File: config.mk
export PLATFORM = sky130hd
export DESIGN_NAME = mine_placer
export DESIGN_NICKNAME = d
export VERILOG_FILES = /design/src/rtl/mine_placer.sv
export SDC_FILE = /design/constraint.sdc
export NUM_CORES = 1
export LEC_CHECK = 0
export BUFFER_PORTS_ARGS = -buffer_cell sky130_fd_sc_hd__buf_4
export CAP_MARGIN = 15
export CORE_UTILIZATION = 31
export CTS_CLUSTER_SIZE = 14
export DETAILED_ROUTE_END_ITERATION = 8
export PLACE_DENSITY = 0.42
export RECOVER_POWER = 50
export SLEW_MARGIN = 5
export SYNTH_ARGS = -nofsm -noshare
export SYNTH_HDL_FRONTEND = slang
export SYNTH_SLANG_ARGS = --single-unit
File: constraint.sdc
create_clock -name clk -period 6.6 [get_ports clk]
set_clock_uncertainty 0.2 [all_clocks]
set_input_delay 0.99 -clock clk [delete_from_list [all_inputs] [get_ports clk]]
set_output_delay 0.99 -clock clk [all_outputs]
set_load 0.01 [all_outputs]
File: src/rtl/mine_placer.sv
// mine_placer: Wishbone write master that wipes the board memory and then
// scatters mine_count mines on LFSR-chosen cells, never on the first-click cell.
module mine_placer #(
    parameter int          BOARD_SIZE = 16,
    parameter int          ADDR_W     = 8,
    parameter int          DATA_W     = 8,
    parameter logic [15:0] LFSR_SEED  = 16'hACE1
) (
    input  logic                          clk,
    input  logic                          rst,
    input  logic                          start,
    input  logic [7:0]                    mine_count,
    input  logic [$clog2(BOARD_SIZE)-1:0] safe_x,
    input  logic [$clog2(BOARD_SIZE)-1:0] safe_y,
    output logic                          busy,
    output logic                          done,
    output logic                          wb_cyc,
    output logic                          wb_stb,
    output logic                          wb_we,
    output logic [ADDR_W-1:0]             wb_adr,
    output logic [DATA_W-1:0]             wb_dat_w,
    input  logic                          wb_ack
);
    localparam int          CELLS     = BOARD_SIZE * BOARD_SIZE;
    localparam logic [7:0]  MAX_MINES = 8'(CELLS - 1);
    localparam logic [15:0] LFSR_MASK = 16'hB400;

    typedef enum logic [1:0] {
        IDLE,
        CLEAR,
        PLACE,
        FIN
    } state_t;

    // More mines than non-safe cells could never terminate, so cap the request.
    function automatic logic [7:0] clamp_count(input logic [7:0] n);
        return (n > MAX_MINES) ? MAX_MINES : n;
    endfunction

    // Right-shifting Galois step; a non-zero state never maps to zero.
    function automatic logic [15:0] lfsr_step(input logic [15:0] v);
        return (v >> 1) ^ (v[0] ? LFSR_MASK : 16'h0000);
    endfunction

    state_t              state, state_n;
    logic [15:0]         lfsr;
    logic [CELLS-1:0]    bitmap;
    logic [7:0]          mines, mines_n;
    logic [7:0]          placed, placed_n;
    logic [ADDR_W-1:0]   safe_adr, safe_adr_n;
    logic                busy_n, done_n;
    logic                cyc_n, stb_n, we_n;
    logic [ADDR_W-1:0]   adr_n;
    logic [DATA_W-1:0]   dat_n;
    logic [ADDR_W-1:0]   cand;
    logic                reject;
    logic                wr_done;

    assign cand    = lfsr[ADDR_W-1:0];
    assign reject  = (cand == safe_adr) || bitmap[cand];
    assign wr_done = wb_stb && wb_ack;

    // Free-running LFSR: stepping in every state ties the layout to player timing.
    always_ff @(posedge clk or negedge rst) begin
        if (!rst) begin
            lfsr <= LFSR_SEED;
        end else begin
            lfsr <= lfsr_step(lfsr);
        end
    end

    // Placed-cell bitmap, updated only when a write is acknowledged.
    always_ff @(posedge clk or negedge rst) begin
        if (!rst) begin
            bitmap <= '0;
        end else if (wr_done) begin
            if (state == CLEAR) begin
                bitmap[wb_adr] <= 1'b0;
            end else if (state == PLACE) begin
                bitmap[wb_adr] <= 1'b1;
            end
        end
    end

    // State, counters and all bus outputs are registered from the next-state logic.
    always_ff @(posedge clk or negedge rst) begin
        if (!rst) begin
            state    <= IDLE;
            mines    <= '0;
            placed   <= '0;
            safe_adr <= '0;
            busy     <= 1'b0;
            done     <= 1'b0;
            wb_cyc   <= 1'b0;
            wb_stb   <= 1'b0;
            wb_we    <= 1'b0;
            wb_adr   <= '0;
            wb_dat_w <= '0;
        end else begin
            state    <= state_n;
            mines    <= mines_n;
            placed   <= placed_n;
            safe_adr <= safe_adr_n;
            busy     <= busy_n;
            done     <= done_n;
            wb_cyc   <= cyc_n;
            wb_stb   <= stb_n;
            wb_we    <= we_n;
            wb_adr   <= adr_n;
            wb_dat_w <= dat_n;
        end
    end

    // Next-state and bus sequencing: one write in flight, stb dropped after each ack.
    always_comb begin
        state_n    = state;
        mines_n    = mines;
        placed_n   = placed;
        safe_adr_n = safe_adr;
        busy_n     = busy;
        done_n     = 1'b0;
        cyc_n      = wb_cyc;
        stb_n      = wb_stb;
        we_n       = wb_we;
        adr_n      = wb_adr;
        dat_n      = wb_dat_w;

        case (state)
            IDLE: begin
                if (start) begin
                    state_n    = CLEAR;
                    busy_n     = 1'b1;
                    mines_n    = clamp_count(mine_count);
                    safe_adr_n = {safe_y, safe_x};
                    placed_n   = '0;
                    adr_n      = '0;
                    dat_n      = '0;
                    cyc_n      = 1'b1;
                    stb_n      = 1'b1;
                    we_n       = 1'b1;
                end
            end

            CLEAR: begin
                if (wr_done) begin
                    cyc_n = 1'b0;
                    stb_n = 1'b0;
                    we_n  = 1'b0;
                    if (wb_adr == '1) begin
                        adr_n   = '0;
                        state_n = (mines != 8'd0) ? PLACE : FIN;
                    end else begin
                        adr_n = wb_adr + 1'b1;
                    end
                end else if (!wb_stb) begin
                    cyc_n = 1'b1;
                    stb_n = 1'b1;
                    we_n  = 1'b1;
                end
            end

            PLACE: begin
                if (wr_done) begin
                    cyc_n    = 1'b0;
                    stb_n    = 1'b0;
                    we_n     = 1'b0;
                    placed_n = placed + 8'd1;
                    if (placed_n == mines) begin
                        state_n = FIN;
                        adr_n   = '0;
                        dat_n   = '0;
                    end
                end else if (!wb_stb && !reject) begin
                    cyc_n = 1'b1;
                    stb_n = 1'b1;
                    we_n  = 1'b1;
                    adr_n = cand;
                    dat_n = DATA_W'(1);
                end
            end

            FIN: begin
                done_n  = 1'b1;
                busy_n  = 1'b0;
                state_n = IDLE;
            end

            default: begin
                state_n = IDLE;
            end
        endcase
    end
endmodule

==> results.tsv, run 1 <==
stage	metric	value	unit
worst_setup_path	worst path cell trace	buf_4, mux4_2, a211o_1, o2111ai_1, nand4_1, nor2_1, nand2_1, or4_1, o211ai_1	
cts	H-tree depth	2	
global_routing	total track usage	0.191	
pwr	Static Leak	6.88	nW
logic_synthesis	Async SR Flop Fraction	1.00	
layout	Seq. cell area	7800	µm²
cts	CTS buffer count	39	
pwr	Int Power	0.00358	W
layout	diode count	0	
layout	layout cells sized above 1	0.150	
pwr	total power	0.00518	W
timing	crit share post-route	0.664	
cts	post-cts sizing count	0	
worst_setup_path	Critical Path AT	4.65	ns
logic_synthesis	synthesized cell area	15300	µm²
timing	Hold Fails Final Rpt	0	
layout	area of the multi-input gates	6810	µm²
logic_synthesis	main combinational cell family by area after synthesis	compound AO/OA/AOI/OAI gates	
cts	Setup Buffers After CTS	0	
worst_setup_path	Crit Path Class	flip-flop to flip-flop	
timing	WHS	0.148	ns
logic_synthesis	register area share after synthesis	0.508	
placement	RePlAce Congestion	0.772	
logic_synthesis	Synth Register Bits	311	
timing	Worst Tran Pin Value	1.53	ns
cts	clk_lat worst skew	0.56	ns
pwr	PwrDens	300	nW/µm²
logic_synthesis	Ys Warns	0	
timing	RSZ-0062 raised after global routing	no	
pwr	combinational power share	0.172	
drt	Via density	5.49	
drt	DR WL/cell	22.6	µm
job	Max-cap violations	1	
logic_synthesis	mux contribution to synthesized area	0.108	
global_routing	vias in the first global route	11200	
worst_setup_path	Crit. End Element	flip-flop	
logic_synthesis	number of synthesized flops with an enable pin	0	
drt	via count	11300	
global_routing	gr ovfl total	0	
timing	final worst path period need	4.38	ns
logic_synthesis	Simple-Gate Fraction of Synth Area	0.0616	
worst_setup_path	CP max stage cell	dfstp_4	
min_path	worst min-delay path class	flip-flop to flip-flop	
cts	# hold bufs at CTS	0	
worst_setup_path	WP data required	6.86	ns
pwr	P_sw	0.00161	W
global_routing	initial antenna violation count	0	
layout	Layout fillers	4921	
global_routing	largest net degree at the start of global routing	150	
floorplanning	FP Rows	81	
placement	dpl cells	1990	
cts	Max Root-Sink Buffers	3	
cts	clk sink count	311	
logic_synthesis	Synth Area in Compound Gates	0.254	
cts	CTS tree	done	
logic_synthesis	XOR/XNOR share of the synthesized area	0.0108	
floorplanning	die width	224	µm
logic_synthesis	Synth Instances	1431	
logic_synthesis	Post-Synth Adder-Cell Area	0.00734	
pwr	Peak VDD IR	186	µV
placement	I/O Buffers	33	
worst_setup_path	crit path launch type	flip-flop	
drt	DR iter-0 viols	1018	
layout	final net count	1399	
pwr	Sw Ratio	0.310	
cts	CTS clk-pin slew, worst paths	0.06	ns
timing	Final Setup Violations	0	
worst_setup_path	largest stage delay on the critical path	1.10	ns
logic_synthesis	Synth Area per Inst	10.7	µm²
drt	Routed Antenna Nets	0	
floorplanning	core area	48800	µm²
layout	Final Non-Filler Cells	2065	
run_status	status	complete, but fails checks	
floorplanning	die footprint	50400	µm²
global_routing	global-route wire length before repair	73100	µm
logic_synthesis	Synth Flop Type	dfrtp_1	
timing	Setup TNS	0	ns
floorplanning	Initial Util	0.314	
timing	Peak Freq	228	MHz
pwr	Clock power frac	0.424	
floorplanning	die extent in y	224	µm
cts	root buf cell	clkbuf_16	
worst_setup_path	largest fanout on the critical path	40	
drt	DRC errors left	0	
layout	area grow syn2layout	12.7	%
logic_synthesis	Synth cell types	62	
floorplanning	I/O pin count	41	
pwr	Reg power frac	0.404	
timing	Worst slew margin	-0.0178	
run_status	failing checks	capacitance limit, slew limit	
drt	first drt pass iteration count	5	
placement	hpwl dp	26600	µm
drt	wirelength, routed	46700	µm
timing	fin. max-slew vios	21	
[power by group through the flow]
stage	Sequential (W)	Combinational (W)	Clock, W
6_report	0.00209	0.000893	0.00220
2_1_floorplan	0.00210	0.000630	0
4_1_cts	0.00209	0.000918	0.00227
3_3_place_gp	0.00213	0.000911	0
5_1_grt	0.00211	0.000994	0.00234
3_5_place_dp	0.00213	0.000916	0
[Yosys cell counts (all sizes together) (3+ instances only)]
cell,instances,share of area
dfrtp,303,0.49
o21ai,279,0.091
o31ai,264,0.13
clkbuf,145,0.035
nand2,64,0.016
mux4,46,0.068
nor2,40,0.0098
mux2,29,0.021
mux2i,29,0.019
buf,26,0.012
nand3,21,0.0069
o22ai,13,0.0053
inv,12,0.0029
nor4,11,0.0045
xor2,11,0.0063
a21oi,9,0.0029
ha,9,0.0073
nor2b,9,0.0037
dfstp,8,0.014
nand2b,8,0.0033
xnor2,8,0.0046
nor3,7,0.0023
a22oi,6,0.0029
nand4,6,0.0024
and2,4,0.0016
and3,4,0.0016
or2,4,0.0016
a2111oi,3,0.0017
a211oi,3,0.0015
a22o,3,0.0017
a311oi,3,0.0017
a32oi,3,0.0017
and4,3,0.0017
nor3b,3,0.0015
o22a,3,0.0017
or4,3,0.0015
[kinds of logic after synthesis]
family          count (synthesis)
compound gates                609
xor+xnor                       19
fa+ha+maj                       9
buf+inv                       184
flops                         311
mux                           104
other cells                     1
simple gates                  194
[through the flow]
stage | setup slack [ns] | area (µm²) | util
2_1_floorplan | 3.60 | 15400 | -
3_3_place_gp | 2.28 | 16000 | 0.327
3_5_place_dp | 2.24 | 16000 | 0.327
4_1_cts | 2.20 | 17300 | 0.354
5_1_grt | 2.00 | 17300 | 0.354
6_report | 2.22 | 17300 | 0.354
[critical path, delay by kind of cell (launching register included)]
kind | cells | cell delay, ns
and+or+nand+nor | 4 | 1.17
muxes | 1 | 0.57
DFF | 1 | 1.10
buffers and inverters | 1 | 0.56
AOI/OAI and AO/OA | 3 | 0.66
[metal layers]
metal  vias to the layer above  routed length (µm)  track usage
met5                         -                   0            0
met4                         0                 956       0.0560
met3                        60                1930       0.0246
met2                       253               21100        0.297
met1                      5673               22700        0.278
li1                       5342                   -            -
[layout by cell type (no fill, tap or decap), types with 4 or more instances in the layout]
master | synthesis | final
dfrtp_1 | 303 | 302
nand2_1 | 64 | 64
a22oi_1 | 6 | 6
ha_1 | 9 | 8
o31ai_1 | 264 | 264
inv_1 | 12 | 12
clkbuf_1 | 145 | 14
nor4_1 | 11 | 11
clkbuf_8 | 0 | 9
nand4_1 | 6 | 6
clkinv_2 | 0 | 9
xor2_1 | 11 | 11
nand2b_1 | 8 | 8
xnor2_1 | 8 | 8
nor2b_1 | 9 | 9
o22ai_1 | 13 | 13
dfstp_2 | 8 | 4
a21oi_1 | 9 | 9
nor2_1 | 40 | 40
and3_1 | 4 | 4
o21ai_0 | 278 | 278
nand3_1 | 21 | 21
mux2_2 | 29 | 29
mux2i_1 | 29 | 29
mux4_2 | 46 | 46
conb_1 | 1 | 7
clkbuf_16 | 0 | 40
buf_4 | 11 | 51
nor3_1 | 7 | 7
[final cells by class]
| type | count | share of cell area |
|---|---|---|
| Clock buffer | 56 | 0.0666 |
| Multi-Input combinational cell | 942 | 0.394 |
| Tap cell | 664 | 0.0480 |
| Timing Repair Buffer | 63 | 0.0279 |
| Inverter | 13 | 0.00282 |
| Sequential cell | 311 | 0.451 |
| Clock inverter | 16 | 0.0101 |
[final timing paths]
path	start	to	cells past startpoint	slack, ns
max in group asynchronous	rst	async pin	2	4.49
hold / removal	lfsr[9]$_DFF_PN0_	lfsr[8]$_DFF_PN0_	0	0.15
setup reg to reg	lfsr[0]$_DFF_PN1_	wb_adr[6]$_DFFE_PN0P_	9	2.22
setup / recovery	lfsr[0]$_DFF_PN1_	wb_adr[6]$_DFFE_PN0P_	9	2.22
hold reg to reg	lfsr[9]$_DFF_PN0_	lfsr[8]$_DFF_PN0_	0	0.15
min in group asynchronous	rst	async pin	1	0.26
Power figures use the tool's default switching activity.
==> run 2: changes to the inputs <==
--- a/config.mk
+++ b/config.mk
@@ -10,7 +10,7 @@
 export CORE_UTILIZATION = 31
 export CTS_CLUSTER_SIZE = 14
 export DETAILED_ROUTE_END_ITERATION = 8
-export PLACE_DENSITY = 0.42
+export PLACE_DENSITY = 0.44
 export RECOVER_POWER = 50
 export SLEW_MARGIN = 5
 export SYNTH_ARGS = -nofsm -noshare
==> constraint.sdc (replaced) <==
create_clock -name clk -period 3.84 [get_ports clk]
set_clock_uncertainty 0.2 [all_clocks]
set_input_delay 0.576 -clock clk [delete_from_list [all_inputs] [get_ports clk]]
set_output_delay 0.576 -clock clk [all_outputs]
set_load 0.01 [all_outputs]
==> run 2 against run 1 <==
Net effect: the run still ends with capacitance limit, slew limit left; worst hold slack got worse by 0.088 ns; largest power group unchanged; wire length up 1.5%; combinational power rose by 78%; sequential cell count stayed put; count of clock-buffer cells in the layout increased by 5; power increased by 71%; register-to-register slack got worse by 2.0 ns.
==> results.tsv, run 2 (same netlist as run 1, synthesis figures left out) <==
stage	metric	value	unit
worst_setup_path	Crit. End Element	flip-flop	
run_status	status	complete, but fails checks	
floorplanning	die width	224	µm
layout	commonest cells after routing, fill and taps aside	dfrtp_1, o21ai_0, o31ai_1, buf_4, nand2_1	
cts	Max Root-Sink Buffers	3	
layout	area grow syn2layout	14.2	%
drt	Via density	5.48	
worst_setup_path	crit path launch type	flip-flop	
min_path	worst min-delay path class	input port to flip-flop	
worst_setup_path	R2R setup slack	0.17	ns
drt	DR iter-0 viols	1103	
cts	H-tree depth	2	
layout	final net count	1430	
layout	diode count	0	
timing	Peak Freq	273	MHz
pwr	PwrDens	506	nW/µm²
global_routing	initial antenna violation count	0	
timing	Final Setup Violations	0	
floorplanning	FP Rows	81	
floorplanning	die extent in y	224	µm
timing	fin. max-slew vios	95	
floorplanning	Initial Util	0.314	
worst_setup_path	most used cell, CP	mux4_2	
pwr	Peak VDD IR	590	µV
floorplanning	I/O pin count	41	
global_routing	total track usage	0.191	
global_routing	global-route wire length before repair	72900	µm
timing	WHS	0.0602	ns
timing	Hold Fails Final Rpt	0	
worst_setup_path	worst reg2reg path startpoint	lfsr[0]$_DFF_PN1_	
global_routing	gr ovfl total	0	
timing	crit share post-route	0.955	
job	Max-cap violations	3	
pwr	Static Leak	7.01	nW
cts	CTS tree	done	
timing	Worst Tran Pin Value	1.89	ns
floorplanning	core area	48800	µm²
global_routing	vias in the first global route	11300	
layout	most common cell after layout, fill and taps aside	dfrtp_1	
drt	wirelength, routed	47400	µm
worst_setup_path	largest stage delay on the critical path	0.65	ns
layout	Final Non-Filler Cells	2092	
drt	via count	11500	
drt	first drt pass iteration count	5	
timing	min setup slack post-route	0.172	ns
placement	hpwl dp	28700	µm
cts	root buf cell	clkbuf_16	
worst_setup_path	WP data required	4.11	ns
timing	Worst slew margin	-0.261	
worst_setup_path	worst path cell trace	buf_12, mux4_2, mux4_2, a21oi_1, nor4_1, nor2_1, buf_4, nand2_1, or4_1, o211ai_1	
min_path	hold path endpoint	mines[5]$_DFFE_PN0P_	
cts	CTS clk-pin slew, worst paths	0.06	ns
run_status	failing checks	capacitance limit, slew limit	
drt	DR WL/cell	22.7	µm
global_routing	largest net degree at the start of global routing	167	
worst_setup_path	Crit Path Class	flip-flop to flip-flop	
layout	Layout fillers	4923	
timing	RSZ-0062 raised after global routing	no	
placement	I/O Buffers	33	
placement	RePlAce Congestion	0.799	
floorplanning	die footprint	50400	µm²
min_path	min-delay src	mine_count[5]	
cts	clk_lat worst skew	0.55	ns
timing	Setup TNS	0	ns
worst_setup_path	largest fanout on the critical path	11	
placement	pre-CTS WS	0.136	ns
worst_setup_path	CP max stage cell	dfstp_1	
min_path	worst hold path depth	2	
cts	CTS buffer count	38	
timing	final worst path period need	3.67	ns
drt	Routed Antenna Nets	0	
worst_setup_path	Critical Path AT	3.94	ns
worst_setup_path	RR Endpoint	wb_adr[6]$_DFFE_PN0P_	
layout	layout cells sized above 1	0.160	
placement	dpl cells	2020	
cts	clk sink count	311	
worst_setup_path	R2R cell count	10	
layout	Util after Layout	0.359	
drt	DRC errors left	0	
-- run 2: cell count changes in the layout (fill, tap and decap cells not counted), moves of 3 or more --
| cell | delta |
|---|---|
| buf_4 | +21 |
| buf_12 | +5 |
| clkinv_2 | -6 |
| clkbuf_8 | +3 |
| clkbuf_1 | +6 |
-- run 2: worst max-delay path: cells and delay by family, from the launching register on --
family	cells	cell delay (ns)
simple gates	4	1.02
mux	2	1.01
compound gates	2	0.33
buf+inv	2	0.36
flops	1	0.65
-- run 2: how the worst max path moves through the flow --
stage / from / to / cells after the start
finish: lfsr[0]$_DFF_PN1_ / wb_adr[6]$_DFFE_PN0P_ / 10
global route: lfsr[1]$_DFF_PN0_ / wb_adr[6]$_DFFE_PN0P_ / 11
CTS: lfsr[0]$_DFF_PN1_ / wb_adr[6]$_DFFE_PN0P_ / 9
detailed placement: lfsr[0]$_DFF_PN1_ / wb_adr[6]$_DFFE_PN0P_ / 9
global placement: lfsr[0]$_DFF_PN1_ / wb_adr[6]$_DFFE_PN0P_ / 9
floorplan: lfsr[0]$_DFF_PN1_ / wb_adr[6]$_DFFE_PN0P_ / 9
-- run 2: cell type report --
class,count,area (µm²),share of cell area
repair buffers,95,753,0.0430
clock buffers,61,1220,0.0697
well taps,664,831,0.0474
multi-input cells,942,6810,0.389
flip-flops and latches,311,7800,0.445
clock inverters,6,60.1,0.00343
inverters,13,48.8,0.00279
-- run 2: timing repair --
item,4_1_cts,5_1_grt
endpoints found under the hold margin,84,0
hold buffers,1,0
setup buffers,0,4
resized for setup,0,0
setup endpoints to repair,0,2
-- run 2: routing by layer --
| layer | track usage | part of all wire | vias up |
|---|---|---|---|
| li1 | - | - | 5391 |
| met1 | 0.278 | 0.48 | 5734 |
| met2 | 0.292 | 0.45 | 257 |
| met3 | 0.0306 | 0.048 | 78 |
| met4 | 0.0557 | 0.024 | 0 |
| met5 | 0 | 0 | - |
-- run 2: stage by stage --
stage	instance area (µm²)	total power, W
6_report	17500	0.00887
5_1_grt	17500	0.00930
4_1_cts	17600	0.00903
3_5_place_dp	16300	0.00530
3_3_place_gp	16300	0.00530
2_1_floorplan	15400	0.00469
-- run 2: report_power, final --
part / switching (W) / internal (W)
clock network: 0.00144 / 0.00224
registers: 0.000163 / 0.00344
logic: 0.00114 / 0.000457
==> run 3: changes to the inputs <==
--- a/config.mk
+++ b/config.mk
@@ -12,6 +12,7 @@
 export DETAILED_ROUTE_END_ITERATION = 8
 export PLACE_DENSITY = 0.44
 export RECOVER_POWER = 50
+export REMOVE_ABC_BUFFERS = 1
 export SLEW_MARGIN = 5
 export SYNTH_ARGS = -nofsm -noshare
 export SYNTH_HDL_FRONTEND = slang
==> run 3 against run 2 <==
Net effect: the run still ends with capacitance limit, slew limit left; via count decreased by 0.45%; register-to-register slack gained 0.05 ns; non-clock buffer count grew 3; largest power group is now registers; sequential share of layout area increased by 0.31 points; final area down 0.64%; sequential cell count stayed put; highest routed layer unchanged; clock power fell by 8.2%; largest cell class unchanged; count of clock-buffer cells in the layout is 6 lower; cell count rose by 0.19%; power decreased by 3.6%.
==> results.tsv, run 3 (same netlist as run 1, synthesis figures left out) <==
stage	metric	value	unit
floorplanning	FP Rows	81	
worst_setup_path	WP data required	4.11	ns
worst_setup_path	largest stage delay on the critical path	0.75	ns
timing	RSZ-0062 raised after global routing	no	
floorplanning	Initial Util	0.314	
min_path	worst min-delay path class	input port to flip-flop	
worst_setup_path	Crit Path Class	flip-flop to flip-flop	
timing	final worst path period need	3.62	ns
timing	fin. max-slew vios	84	
worst_setup_path	worst path cell trace	buf_4, buf_12, or3b_2, o22ai_1, nor4_1, a311oi_1, a41oi_2, o21ai_2, buf_4, o21ai_0, o31ai_1	
placement	pre-CTS WS	0.142	ns
layout	most common cell after layout, fill and taps aside	dfrtp_1	
placement	RePlAce Congestion	0.793	
job	Max-cap violations	2	
worst_setup_path	largest fanout on the critical path	11	
pwr	Static Leak	6.96	nW
worst_setup_path	R2R setup slack	0.22	ns
drt	Via density	5.44	
drt	via count	11400	
floorplanning	die footprint	50400	µm²
timing	Setup TNS	0	ns
drt	Routed Antenna Nets	0	
timing	min setup slack post-route	0.220	ns
timing	Worst slew margin	-0.0553	
cts	clk_lat worst skew	0.56	ns
global_routing	vias in the first global route	11300	
worst_setup_path	crit path launch type	flip-flop	
cts	root buf cell	clkbuf_16	
layout	commonest cells after routing, fill and taps aside	dfrtp_1, o21ai_0, o31ai_1, buf_4, nand2_1	
pwr	PwrDens	491	nW/µm²
cts	CTS tree	done	
cts	clk sink count	311	
run_status	failing checks	capacitance limit, slew limit	
worst_setup_path	Buf/Inv on CP	3	
cts	CTS buffer count	37	
timing	Worst Tran Pin Value	1.58	ns
floorplanning	I/O pin count	41	
layout	layout cells sized above 1	0.162	
layout	Layout fillers	4974	
timing	Final Setup Violations	0	
timing	crit share post-route	0.943	
placement	I/O Buffers	33	
global_routing	gr ovfl total	0	
worst_setup_path	Crit. End Element	flip-flop	
timing	Peak Freq	276	MHz
pwr	Peak VDD IR	393	µV
floorplanning	die width	224	µm
worst_setup_path	Critical Path AT	3.89	ns
worst_setup_path	kind of cell with the highest combined delay on the critical path	compound AO/OA/AOI/OAI gates	
cts	CTS clk-pin slew, worst paths	0.06	ns
layout	area grow syn2layout	13.5	%
cts	H-tree depth	2	
layout	final net count	1432	
global_routing	largest net degree at the start of global routing	139	
run_status	status	complete, but fails checks	
drt	DRC errors left	0	
placement	hpwl dp	28300	µm
floorplanning	die extent in y	224	µm
global_routing	initial antenna violation count	0	
cts	Max Root-Sink Buffers	3	
global_routing	global-route wire length before repair	71900	µm
drt	first drt pass iteration count	8	
worst_setup_path	most used cell, CP	buf_4	
floorplanning	core area	48800	µm²
drt	wirelength, routed	46300	µm
global_routing	total track usage	0.188	
cts	post-cts sizing count	0	
drt	DR iter-0 viols	938	
worst_setup_path	CP max stage cell	dfstp_4	
drt	DR WL/cell	22.1	µm
timing	Hold Fails Final Rpt	0	
## run 3: routing by layer
layer,wire (µm),global-route usage,part of all wire
met1,21900,0.266,0.47
met2,21300,0.297,0.46
met3,2000,0.0295,0.043
met4,1100,0.0575,0.024
met5,0,0,0
## run 3: what timing repair did
item / 4_1_cts / 5_1_grt
endpoints found under the setup margin: 0 / 1
buffers inserted: 0 / 6
hold buffers: 1 / 0
endpoints found under the hold margin: 80 / 0
## run 3: cell type report
class / instances / area [µm²] / area share
clock buffers: 55 / 1070 / 0.0617
well taps: 664 / 831 / 0.0477
clock inverters: 12 / 70.1 / 0.00403
repair buffers: 98 / 772 / 0.0444
flip-flops and latches: 311 / 7800 / 0.448
multi-input cells: 942 / 6810 / 0.391
diodes: 1 / 2.50 / 0.000144
inverters: 13 / 48.8 / 0.00280
## run 3: metrics by stage
stage	hold slack (ns)	util	cell area (µm²)	total power, W	std cells
after floorplan	0.0804	-	14600	0.00454	1266
final	0.0594	0.356	17400	0.00855	2096
after global routing	0.0465	0.356	17400	0.00898	2095
after CTS	0.0337	0.357	17400	0.00869	2089
after detailed placement	0.137	0.333	16300	0.00528	2021
after global placement	0.133	0.333	16300	0.00526	2021
## run 3: final timing paths
check	startpoint	endpoint	cells after the start
min	safe_y[1]	safe_adr[5]$_DFFE_PN0P_	2
max	lfsr[0]$_DFF_PN1_	wb_adr[3]$_DFFE_PN0P_	11
max in group asynchronous	rst	async pin	3
min in group asynchronous	rst	async pin	2
max reg2reg	lfsr[0]$_DFF_PN1_	wb_adr[3]$_DFFE_PN0P_	11
min reg2reg	lfsr[12]$_DFF_PN0_	lfsr[11]$_DFF_PN1_	0
## run 3: where the power goes
part           internal, W  switching, W
Clock              0.00194       0.00143
Combinational     0.000453       0.00112
Sequential         0.00344      0.000169
Total              0.00583       0.00272
## run 3: worst reg2reg max path: stages, from the launching register on
cell      delay [ns]
dfstp_4         0.75
buf_4           0.17
buf_12          0.13
or3b_2          0.52
o22ai_1         0.20
nor4_1          0.08
a311oi_1        0.68
a41oi_2         0.22
o21ai_2         0.19
buf_4           0.22
o21ai_0         0.09
o31ai_1         0.08
